$ cat config.mk
export PLATFORM = sky130hd
export DESIGN_NAME = timer_apb_regs
export DESIGN_NICKNAME = d
export VERILOG_FILES = /design/src/rtl/timer_apb_regs.sv
export SDC_FILE = /design/constraint.sdc
export NUM_CORES = 1
export LEC_CHECK = 0
export CAP_MARGIN = 30
export CORE_AREA = 2 2 55 57
export DETAILED_ROUTE_END_ITERATION = 16
export DIE_AREA = 0 0 57 59
export GPL_TIMING_DRIVEN = 0
export PLACE_DENSITY_LB_ADDON = 0.2
export SYNTH_ARGS = -nofsm -noshare
export SYNTH_HDL_FRONTEND = slang
export SYNTH_SLANG_ARGS = --single-unit
$ cat constraint.sdc
create_clock -name pclk -period 3.25 [get_ports pclk]
set_clock_uncertainty 0.15 [all_clocks]
set_input_delay 0.8125 -clock pclk [delete_from_list [all_inputs] [get_ports pclk]]
set_output_delay 0.8125 -clock pclk [all_outputs]
set_load 0.02 [all_outputs]
$ cat src/rtl/timer_apb_regs.sv
// timer_apb_regs
//   APB3 responder and register file for the 8-bit timer.
//   It decodes APB transfers and holds the TDR, TCR and TSR registers.
//   The static TCR control fields drive the counter core directly.
//   Overflow and underflow pulses from the core are caught in sticky TSR bits.
//   The live counter value from the core can be read back at TCNT.
//
//   Register map (byte addresses):
//     0x00 TDR   rw  reload value
//     0x01 TCR   rw  [7] load, [5] down, [4] en, [1:0] cks; other bits read 0
//     0x02 TSR   [0] OVF, [1] UDF; a written 0 clears a bit, a written 1 keeps it
//     0x03 TCNT  ro  live counter value; a write returns pslverr
//     >0x03      pslverr, reads 0x00, writes discarded
//
// Parameters
//   WAIT_CYCLES  wait states added to every access phase (0..3)
//
// Ports
//   pclk, presetn          clock; asynchronous active-low reset
//   psel, penable, pwrite  APB control
//   paddr, pwdata          APB byte address and write data
//   prdata, pready,        APB read data, completion and error response
//   pslverr
//   tdr_o                  reload value to the core
//   load_o, down_o, en_o,  TCR control fields to the core
//   cks_o
//   ovf_set_i, udf_set_i   single-cycle status pulses from the core
//   tcnt_i                 live counter value from the core
module timer_apb_regs #(
  parameter int unsigned WAIT_CYCLES = 0
) (
  input  logic       pclk,
  input  logic       presetn,
  input  logic       psel,
  input  logic       penable,
  input  logic       pwrite,
  input  logic [7:0] paddr,
  input  logic [7:0] pwdata,
  output logic [7:0] prdata,
  output logic       pready,
  output logic       pslverr,
  output logic [7:0] tdr_o,
  output logic       load_o,
  output logic       down_o,
  output logic       en_o,
  output logic [1:0] cks_o,
  input  logic       ovf_set_i,
  input  logic       udf_set_i,
  input  logic [7:0] tcnt_i
);

  typedef enum logic [1:0] {
    IDLE,
    SETUP,
    ACCESS
  } state_t;

  // The bus phase of the current cycle is `state`.
  // It is decoded from psel/penable together with the registered history in
  // `state_q`. A purely registered phase would lag the bus by one cycle.
  // That lag would make every transfer one pclk longer than 2 + WAIT_CYCLES.
  state_t     state_q;
  state_t     state;
  state_t     state_d;
  logic [1:0] wait_cnt;

  logic [7:0] tdr;
  logic       tcr_load;
  logic       tcr_down;
  logic       tcr_en;
  logic [1:0] tcr_cks;
  logic       tsr_ovf;
  logic       tsr_udf;

  logic       addr_err;
  logic       wr_commit;
  logic       wr_tdr;
  logic       wr_tcr;
  logic       wr_tsr;

  // State register and wait-state counter.
  always_ff @(posedge pclk or negedge presetn) begin
    if (!presetn) begin
      state_q  <= IDLE;
      wait_cnt <= '0;
    end else begin
      state_q <= state_d;
      if (state == SETUP) begin
        wait_cnt <= 2'(WAIT_CYCLES);
      end else if (state == ACCESS && wait_cnt != 2'd0) begin
        wait_cnt <= wait_cnt - 2'd1;
      end
    end
  end

  // Next-state logic.
  // A cycle is an access phase only if it follows a setup cycle or an
  // unfinished access cycle.
  // penable with no setup before it is ignored.
  // A finished access records IDLE in state_q.
  // After that, only a new setup can start the next transfer.
  always_comb begin
    state = IDLE;
    if (psel) begin
      if (!penable) begin
        state = SETUP;
      end else if (state_q == SETUP || state_q == ACCESS) begin
        state = ACCESS;
      end
    end
    state_d = state;
    if (state == ACCESS && wait_cnt == 2'd0) begin
      state_d = IDLE;
    end
  end

  // Output logic: response, read mux and write decode.
  always_comb begin
    pready    = (state == ACCESS) && (wait_cnt == 2'd0);
    addr_err  = (paddr > 8'h03) || (pwrite && paddr == 8'h03);
    pslverr   = pready && addr_err;
    wr_commit = pready && pwrite && !addr_err;
    wr_tdr    = wr_commit && (paddr == 8'h00);
    wr_tcr    = wr_commit && (paddr == 8'h01);
    wr_tsr    = wr_commit && (paddr == 8'h02);
    prdata    = '0;
    if (pready && !pwrite) begin
      unique case (paddr)
        8'h00:   prdata = tdr;
        8'h01:   prdata = {tcr_load, 1'b0, tcr_down, tcr_en, 2'b00, tcr_cks};
        8'h02:   prdata = {6'b0, tsr_udf, tsr_ovf};
        8'h03:   prdata = tcnt_i;
        default: prdata = '0;
      endcase
    end
  end

  // TDR and TCR.
  always_ff @(posedge pclk or negedge presetn) begin
    if (!presetn) begin
      tdr      <= '0;
      tcr_load <= 1'b0;
      tcr_down <= 1'b0;
      tcr_en   <= 1'b0;
      tcr_cks  <= '0;
    end else begin
      if (wr_tdr) begin
        tdr <= pwdata;
      end
      if (wr_tcr) begin
        tcr_load <= pwdata[7];
        tcr_down <= pwdata[5];
        tcr_en   <= pwdata[4];
        tcr_cks  <= pwdata[1:0];
      end
    end
  end

  // TSR sticky bits.
  // The set term is ORed in last.
  // A core event therefore wins over a software clear in the same cycle.
  always_ff @(posedge pclk or negedge presetn) begin
    if (!presetn) begin
      tsr_ovf <= 1'b0;
      tsr_udf <= 1'b0;
    end else begin
      tsr_ovf <= ovf_set_i | (tsr_ovf & ~(wr_tsr & ~pwdata[0]));
      tsr_udf <= udf_set_i | (tsr_udf & ~(wr_tsr & ~pwdata[1]));
    end
  end

  assign tdr_o  = tdr;
  assign load_o = tcr_load;
  assign down_o = tcr_down;
  assign en_o   = tcr_en;
  assign cks_o  = tcr_cks;

endmodule

==> flow_summary.json, run 1 <==
{
  "critPathMaxFanout": 8,
  "wirelength_mm": 2.48,
  "drive_above_1_share_pct": 30.6,
  "fillers": 255,
  "track_usage_pct": 15.8,
  "start_util_pct": 37.6,
  "syn_inst": 89,
  "via_count": 900,
  "cp_cell_sequence": "buf_6, or4_4, nor4_4, nand2b_4, nor2b_1, buf_4",
  "ir_worst_vdd_v": 0.000261,
  "dpl.hpwl_mm": 1.94,
  "route.met2.wl_mm": 1.31,
  "die_w_um": 57,
  "synthFlopType": "dfrtp_1",
  "cts.sinks": 19,
  "max_freq_mhz": 312,
  "rr_worst_depth": 7,
  "relSlewSlack_pct": 43.5,
  "diodes": 0,
  "synthArstFlopShare_pct": 100,
  "cpPeakStageDelay_ns": 0.54,
  "synth_fp_nets": 121,
  "multi_input_area_um2": 543,
  "avgSynthCellArea_um2": 11.4,
  "worst_setup_path_end_kind": "primary output",
  "syn_area_um2": 1020,
  "root_buffer": "clkbuf_4",
  "ant_nets": 0,
  "grt_pass1_vias": 875,
  "grt_pass1_wl_mm": 4.15,
  "drc": 0,
  "grt_max_degree": 20,
  "yosysWarnings": 0,
  "numCtsBuffers": 3,
  "hold_path_depth": 1,
  "p_total_uw": 428,
  "core-area_um2": 2710,
  "ys_seq_elements": 19,
  "drt-pass1-iter-count": 3,
  "synth_edf_count": 0,
  "grt_antenna_before_repair": 0,
  "clock_path_buffers": 2,
  "worst_setup_path_start_kind": "primary input",
  "area_growth_pct": 58.4,
  "fin_util_pct": 59.5,
  "ff_latch_area_um2": 475,
  "hold_viol_final": 0,
  "synthTopCellsByArea": "dfrtp_1 47%, mux2_2 14%, nor2_1 5.2%",
  "fp.dieH_um": 59,
  "cts.htree.levels": 1,
  "cts.clk_slew.worst_paths_ns": 0.12,
  "top_layer_used": "met4",
  "viasPerCell": 5.14,
  "period_needed_ns": 3.20,
  "io_pins": 54,
  "port_buffers": 51,
  "maxCapViolCount": 0,
  "worstMarginPinSlew_ns": 0.845,
  "grt_overflow": 0,
  "synthTopCellsByCount": "19 x dfrtp_1, 14 x nor2_1, 13 x mux2_2, 5 x nor2b_1, 4 x clkbuf_1",
  "die-area_um2": 3360,
  "final_area_um2": 1610,
  "synth-seq-area-share_pct": 46.7,
  "crit_family": "simple AND/OR/NAND/NOR gates",
  "rrSetupSlack_ns": 1.26,
  "power_density_nw_per_um2": 265,
  "whs_ns": 0.336,
  "rows": 19,
  "wl_met1_mm": 1.03,
  "path_class": "primary input to primary output",
  "status": "completed",
  "clk_latency_ns": 0.29,
  "drtIter0Drc": 9,
  "cts_tree": "yes",
  "cp.required_ns": 2.29,
  "dr_wl_met3_um": 132,
  "worstSetupPathDepth": 6,
  "fin_crit_sh_pct": 98.6,
  "cp_slowest_cell": "or4_4",
  "synth_top_cell_by_area": "dfrtp_1",
  "placed_cell_area_um2": 1570,
  "arrival_ns": 2.24,
  "hold_path.class": "flop to flop",
  "p_leak_nw": 0.713,
  "post_drt_wl_per_cell_um": 14.2,
  "crit_buf_inv": 2,
  "yosysMostFrequentCell": "dfrtp_1",
  "rsz0062_at_grt": "true",
  "tns_ns": 0,
  "nNetsFinal": 177,
  "setup_viol": 0,
  "slew_violations": 0,
  "hold_buffers": 0,
  "synth_cell_types": 27,
  "netlist.area_leader.share_pct": 46.7,
  "gp_congestion": 0.756
}
## what timing repair did
| action | 4_1_cts | 5_1_grt |
|---|---|---|
| pin swaps | 7 | 3 |
| gates resized for setup | 58 | 12 |
| cloned | 0 | 0 |
| endpoints found under the setup margin | 9 | 10 |
| buffers inserted | 1 | 0 |
## worst paths after layout
path                              from   endpoint
max                           paddr[4]  prdata[1]
min                            tsr_udf    tsr_udf
max reg2reg                wait_cnt[0]   tdr_o[6]
min reg2reg                    tsr_udf    tsr_udf
max in group asynchronous      presetn     down_o
min in group asynchronous      presetn   tdr_o[1]
## area by class of cell
class,count,area share [%]
Multi-Input combinational cell,63,33.7
Timing Repair Buffer,52,31.1
Sequential cell,19,29.5
Tap cell,31,2.40
Clock buffer,3,1.40
Buffer,4,1.16
Inverter,2,0.465
Clock inverter,1,0.310
## flip-flops by register name (all words and copies together) (netlist names), 2 cells and up
register  count
state_q       2
cks_o         2
tdr_o         8
wait_cnt      2
## stage by stage
step	std cells	worst slack [ns]
floorplan	89	0.0994
global placement	171	-0.885
detailed placement	171	-0.909
CTS	175	0.00766
global route	175	-0.0372
finish	175	0.0460
## cell families (layout without fill, tap and decap cells)
group | after synthesis | count (layout) | share of synthesized area (%)
mux | 18 | 18 | 21.7
simple gates | 32 | 32 | 19.3
xor+xnor | 2 | 2 | 1.72
buf+inv | 7 | 62 | 2.70
flops | 19 | 19 | 46.7
fa+ha+maj | 1 | 1 | 1.23
compound gates | 10 | 10 | 6.63
## layout by cell type, fill, tap and decap left out
cell             synthesis  routed
dlygate4sd1_1            0       1
a211oi_1                 1       1
nand2b_4                 0       1
nor2_2                   0       3
a21boi_0                 1       1
mux2_2                  13      13
mux4_2                   2       2
and4_1                   1       1
nor2b_4                  0       1
a22oi_1                  3       3
mux2i_1                  3       3
clkbuf_1                 4       1
buf_6                    0       4
or4_4                    1       1
nor3_1                   1       1
xnor2_1                  2       2
nand2_1                  2       2
clkinv_2                 0       1
ha_1                     1       1
and2_1                   1       1
nor4_4                   1       1
nor2b_1                  5       4
inv_1                    2       2
a21oi_1                  3       3
a21o_1                   2       2
clkbuf_4                 0       3
nor2_1                  14      11
nand3_2                  0       1
or2_2                    1       1
nand4b_1                 2       2
clkbuf_2                 0       4
nand3_4                  1       1
clkdlybuf4s15_1          0       1
buf_4                    0       6
clkdlybuf4s50_1          0      37
buf_2                    1       1
dlymetal6s2s_1           0       1
dfrtp_1                 19      19
## layer usage
metal  track usage, %  vias up
met2             28.6       24
met5                0        -
li1                 -      430
met1             20.4      444
met3             3.06        2
met4             1.99        0
## power by group
group          switching, mW  internal [mW]
combinational         0.0265         0.0414
sequential          0.000788          0.238
clock                 0.0756         0.0457
Note: power is estimated with default switching activity, not from simulation.
==> inputs of run 2 (changes only) <==
--- a/config.mk
+++ b/config.mk
@@ -6,9 +6,9 @@
 export NUM_CORES = 1
 export LEC_CHECK = 0
 export CAP_MARGIN = 30
-export CORE_AREA = 2 2 55 57
+export CORE_AREA = 3 3 56 58
 export DETAILED_ROUTE_END_ITERATION = 16
-export DIE_AREA = 0 0 57 59
+export DIE_AREA = 0 0 59 61
 export GPL_TIMING_DRIVEN = 0
 export PLACE_DENSITY_LB_ADDON = 0.2
 export SYNTH_ARGS = -nofsm -noshare
==> run 2 against run 1 <==
Against the previous run:
- sequential share of layout area grew 0.23 points
- die area grew 7.0%
- worst setup slack gained 0.0034 ns
- critical endpoint is now prdata[7]
- combinational power is essentially flat
- critical path depth is the same
- non-clock buffer count is the same
- flip-flop and latch count is the same
- global-route usage shrank 0.15 points
- hold slack gained 0.0020 ns
- cell count is the same
- clock-buffer cell count is the same
==> flow_summary.json, run 2 (synthesis gave the netlist of run 1 again) <==
{
  "status": "completed",
  "timing.final.ws_setup_ns": 0.0494,
  "power_density_nw_per_um2": 268,
  "cp_cell_sequence": "buf_6, or4_4, nor4_4, nand2b_4, nor2_1, buf_4",
  "p_int_uw": 325,
  "die_w_um": 59,
  "clk_latency_ns": 0.29,
  "dpl_worst_slack_ns": -0.859,
  "post-place-cells": 171,
  "core-area_um2": 2710,
  "via_count": 886,
  "final_cell_count_no_fill": 175,
  "post_drt_wl_per_cell_um": 15.2,
  "viasPerCell": 5.06,
  "clkPwrFrac_pct": 28.3,
  "cp.required_ns": 2.29,
  "drc": 0,
  "start_util_pct": 37.6,
  "worst_setup_path_start_kind": "primary input",
  "final_cell_mix": "37 x clkdlybuf4s50_1, 19 x dfrtp_1, 13 x nor2_1, 13 x mux2_2, 7 x buf_4",
  "p_total_uw": 428,
  "cpPeakStageDelay_ns": 0.54,
  "fin_crit_sh_pct": 98.5,
  "path_class": "primary input to primary output",
  "fp.dieH_um": 61,
  "gp_congestion": 0.730,
  "wirelength_mm": 2.66,
  "p_sw_uw": 103,
  "route.met2.wl_mm": 1.37,
  "ant_nets": 0,
  "relSlewSlack_pct": 42.5,
  "cp_slowest_cell": "or4_4",
  "period_needed_ns": 3.20,
  "setup_viol": 0,
  "die-area_um2": 3600,
  "combPwrFrac_pct": 15.9,
  "area_growth_pct": 57.1,
  "ir_worst_vdd_v": 0.000212,
  "cts.sinks": 19,
  "grt_antenna_before_repair": 0,
  "rsz0062_at_grt": "true",
  "arrival_ns": 2.24,
  "fillers": 243,
  "drive_above_1_share_pct": 29.2,
  "root_buffer": "clkbuf_4",
  "largest_reg_flops": 8,
  "worst_setup_path_end_kind": "primary output",
  "tns_ns": 0,
  "clock_path_buffers": 2,
  "grt_pass1_vias": 917,
  "grt_overflow": 0,
  "hold_viol_final": 0,
  "p_leak_nw": 0.705,
  "io_pins": 54,
  "top_layer_used": "met4",
  "swShare_pct": 24.2,
  "track_usage_pct": 15.7,
  "worstMarginPinSlew_ns": 0.860,
  "seqPwrFrac_pct": 55.7,
  "cts.clk_slew.worst_paths_ns": 0.11,
  "maxCapViolCount": 0,
  "grt_pass1_wl_mm": 4.15,
  "rows": 19,
  "drt-pass1-iter-count": 5,
  "wl_met1_mm": 1.10,
  "cts_tree": "yes",
  "dr_wl_met3_um": 161,
  "diodes": 0,
  "drtIter0Drc": 43,
  "numCtsBuffers": 3,
  "port_buffers": 51,
  "nNetsFinal": 177,
  "final_common_cell": "clkdlybuf4s50_1",
  "hold_path.class": "flop to flop",
  "max_freq_mhz": 312,
  "critPathMaxFanout": 8,
  "slew_violations": 0,
  "grt_max_degree": 20,
  "cts.htree.levels": 1
}
[run 2: changes by cell type in the layout (fill, tap and decap cells not counted)]
cell             change
clkdlybuf4s15_1      +1
nor2b_2              +1
buf_6                -1
nor2_1               +2
dlygate4sd1_1        -1
buf_4                +1
nor2_2               -2
nor2b_4              -1
[run 2: metal layers]
metal | global-route usage (%) | vias to the layer above
met5 | 0 | -
met4 | 6.80 | 0
met3 | 2.34 | 2
met2 | 27.8 | 29
met1 | 18.9 | 430
li1 | - | 425
[run 2: layout make-up]
cell class / count / area (µm²) / share of cell area [%]
Clock inverter: 1 / 5.00 / 0.313
Multi-Input combinational cell: 63 / 533 / 33.3
Buffer: 4 / 18.8 / 1.17
Clock buffer: 3 / 22.5 / 1.41
Inverter: 2 / 7.51 / 0.469
Sequential cell: 19 / 475 / 29.7
Tap cell: 31 / 38.8 / 2.42
Timing Repair Buffer: 52 / 499 / 31.2
[run 2: per-stage QoR]
stage	utilization [%]	hold slack [ns]	instance area [µm²]
after global routing	59.0	0.374	1600
final	59.0	0.338	1600
after global placement	57.8	0.306	1570
after floorplan	-	0.294	1020
after detailed placement	57.8	0.315	1570
after CTS	58.1	0.341	1570
[run 2: final timing paths]
| path | cells after the start | end | from | slack, ns |
|---|---|---|---|---|
| min in group asynchronous | 1 | tdr_o[6] | presetn | 0.84 |
| max in group asynchronous | 1 | state_q[0] | presetn | 1.58 |
| min reg2reg | 1 | tsr_udf | tsr_udf | 0.34 |
| max reg2reg | 7 | tdr_o[0] | wait_cnt[0] | 1.28 |
| min | 1 | tsr_udf | tsr_udf | 0.34 |
| max | 6 | prdata[7] | paddr[4] | 0.05 |
[run 2: worst max-delay path: cells and delay by family]
kind,cells,cell delay (ns)
buffers and inverters,2,0.25
AND/OR/NAND/NOR,4,1.17
[run 2: power groups by stage]
stage | registers (mW) | logic, mW | clock network (mW)
2_1_floorplan | 0.244 | 0.0204 | 0
3_3_place_gp | 0.243 | 0.0677 | 0
3_5_place_dp | 0.243 | 0.0689 | 0
4_1_cts | 0.239 | 0.0683 | 0.127
5_1_grt | 0.239 | 0.0739 | 0.136
6_report | 0.239 | 0.0682 | 0.121
[run 2: timing repair]
| item | in CTS | in global routing |
|---|---|---|
| resized for setup | 46 | 19 |
| setup endpoints to repair | 9 | 10 |
| buffers inserted | 1 | 0 |
| hold buffers | 0 | 0 |
| pin swaps | 2 | 3 |
==> inputs of run 3 (changes only) <==
--- a/config.mk
+++ b/config.mk
@@ -6,9 +6,9 @@
 export NUM_CORES = 1
 export LEC_CHECK = 0
 export CAP_MARGIN = 30
-export CORE_AREA = 3 3 56 58
+export CORE_AREA = 3 3 54 56
 export DETAILED_ROUTE_END_ITERATION = 16
-export DIE_AREA = 0 0 59 61
+export DIE_AREA = 0 0 57 59
 export GPL_TIMING_DRIVEN = 0
 export PLACE_DENSITY_LB_ADDON = 0.2
 export SYNTH_ARGS = -nofsm -noshare
==> constraint.sdc (replaced) <==
create_clock -name pclk -period 3.75 [get_ports pclk]
set_clock_uncertainty 0.15 [all_clocks]
set_input_delay 0.9375 -clock pclk [delete_from_list [all_inputs] [get_ports pclk]]
set_output_delay 0.9375 -clock pclk [all_outputs]
set_load 0.02 [all_outputs]
==> run 3 against run 2 <==
Against the previous run:
- flip-flop and latch count did not move
- clock power fell by 12%
- global-route usage rose by 1.2 points
- sequential share of layout area rose by 0.52 points
- non-clock buffer count did not move
- register-to-register slack improved by 0.42 ns
- critical endpoint is now prdata[1]
- largest power group unchanged
==> flow_summary.json, run 3 (synthesis gave the netlist of run 1 again) <==
{
  "numCtsBuffers": 3,
  "path_class": "primary input to primary output",
  "diodes": 0,
  "area_growth_pct": 54.4,
  "cts.sinks": 19,
  "dpl_worst_slack_ns": -0.612,
  "worst_setup_path_end_kind": "primary output",
  "crit_path_end": "prdata[1]",
  "clock_path_buffers": 2,
  "hold_viol_final": 0,
  "crit_buf_inv": 2,
  "cp.required_ns": 2.66,
  "io_pins": 54,
  "dpl.hpwl_mm": 2.12,
  "cp_cell_sequence": "clkdlybuf4s50_1, or4_4, nor4_4, nand2b_4, nor2b_1, buf_4",
  "worst_setup_path_start_kind": "primary input",
  "regToRegEndpoint": "tdr_o[5]",
  "cp_slowest_cell": "or4_4",
  "core-area_um2": 2480,
  "final_cell_mix": "42 x clkdlybuf4s50_1, 19 x dfrtp_1, 14 x nor2_1, 13 x mux2_2, 6 x buf_2",
  "slew_violations": 0,
  "ant_nets": 0,
  "die_w_um": 57,
  "drc": 0,
  "rr_worst_depth": 7,
  "largest_reg_flops": 8,
  "fin_util_pct": 63.5,
  "drtIter0Drc": 10,
  "nNetsFinal": 177,
  "worstMarginPinSlew_ns": 0.830,
  "relSlewSlack_pct": 44.5,
  "grt_max_degree": 20,
  "critPathMaxFanout": 8,
  "viasPerCell": 5.03,
  "status": "completed",
  "hold_path.class": "flop to flop",
  "drt-pass1-iter-count": 6,
  "regToRegStartpoint": "wait_cnt[0]",
  "rsz0062_at_grt": "true",
  "p_leak_nw": 0.682,
  "ir_worst_vdd_v": 0.000190,
  "die-area_um2": 3360,
  "worstSetupPathDepth": 6,
  "cts.clk_slew.worst_paths_ns": 0.11,
  "arrival_ns": 2.57,
  "final_cell_count_no_fill": 174,
  "cts_tree": "yes",
  "root_buffer": "clkbuf_4",
  "rrSetupSlack_ns": 1.70,
  "drive_above_1_share_pct": 24.3,
  "grt_pass1_wl_mm": 4.29,
  "via_count": 876,
  "grt_antenna_before_repair": 0,
  "period_needed_ns": 3.66,
  "setup_viol": 0,
  "track_usage_pct": 16.8,
  "fin_crit_sh_pct": 97.6,
  "gp_congestion": 0.752,
  "power_density_nw_per_um2": 237,
  "critPathLaunch": "paddr[7]",
  "grt_overflow": 0,
  "start_util_pct": 41.1,
  "grt_pass1_vias": 920,
  "timing.final.ws_setup_ns": 0.0892,
  "cts.htree.levels": 1,
  "fp.dieH_um": 59,
  "wirelength_mm": 2.67,
  "port_buffers": 51,
  "clk_latency_ns": 0.30,
  "post_drt_wl_per_cell_um": 15.4,
  "post-place-cells": 170,
  "crit_family": "simple AND/OR/NAND/NOR gates",
  "cpPeakStageDelay_ns": 0.55,
  "max_freq_mhz": 273,
  "tns_ns": 0,
  "final_common_cell": "clkdlybuf4s50_1",
  "rows": 18,
  "fillers": 212,
  "maxCapViolCount": 0
}
run 3: cell count changes in the layout (fill, tap and decap cells not counted), moves of 2 or more:
cell,change
buf_2,+5
buf_4,-3
buf_6,-3
clkbuf_2,-3
clkdlybuf4s15_1,-2
clkdlybuf4s50_1,+5
run 3: final cells by class:
class                   count  area (µm²)  area share [%]
flip-flops and latches     19         475            30.2
repair buffers             52         484            30.8
multi-input cells          63         523            33.3
inverters                   2        7.51           0.477
clock buffers               3        22.5            1.43
plain buffers               4        17.5            1.11
clock inverters             1        5.00           0.318
well taps                  30        37.5            2.39
run 3: timing repair:
action | CTS | global route
buffers inserted | 1 | 0
resized for setup | 36 | 3
hold buffers | 0 | 0
pin swaps | 1 | 1
endpoints found under the setup margin | 9 | 8
run 3: through the flow:
step / power [mW] / hold slack, ns / area [µm²]
4_1_cts: 0.375 / 0.338 / 1570
5_1_grt: 0.393 / 0.373 / 1570
6_report: 0.373 / 0.336 / 1570
2_1_floorplan: 0.229 / 0.294 / 1020
3_5_place_dp: 0.271 / 0.311 / 1570
3_3_place_gp: 0.269 / 0.305 / 1570
run 3: power by group:
group | internal, mW | switching [mW] | total, mW
sequential | 0.206 | 0.000752 | 0.207
clock | 0.0397 | 0.0666 | 0.106
combinational | 0.0366 | 0.0230 | 0.0597
total | 0.282 | 0.0903 | 0.373
run 3: worst min path at each step:
stage / from / to / slack, ns / depth (start not counted)
after global placement: tsr_udf / tsr_udf / 0.31 / 1
after CTS: tsr_udf / tsr_udf / 0.34 / 1
after global routing: tsr_ovf / tsr_ovf / 0.37 / 1
final: tsr_udf / tsr_udf / 0.34 / 1
after detailed placement: tsr_udf / tsr_udf / 0.31 / 1
after floorplan: tsr_ovf / tsr_ovf / 0.29 / 1
run 3: routing by layer:
| metal | global-route usage (%) | part of all wire [%] | vias up |
|---|---|---|---|
| li1 | - | - | 425 |
| met1 | 19.1 | 40 | 419 |
| met2 | 31.3 | 53 | 30 |
| met3 | 3.05 | 6.7 | 2 |
| met4 | 6.62 | 0.79 | 0 |
| met5 | 0 | 0 | - |
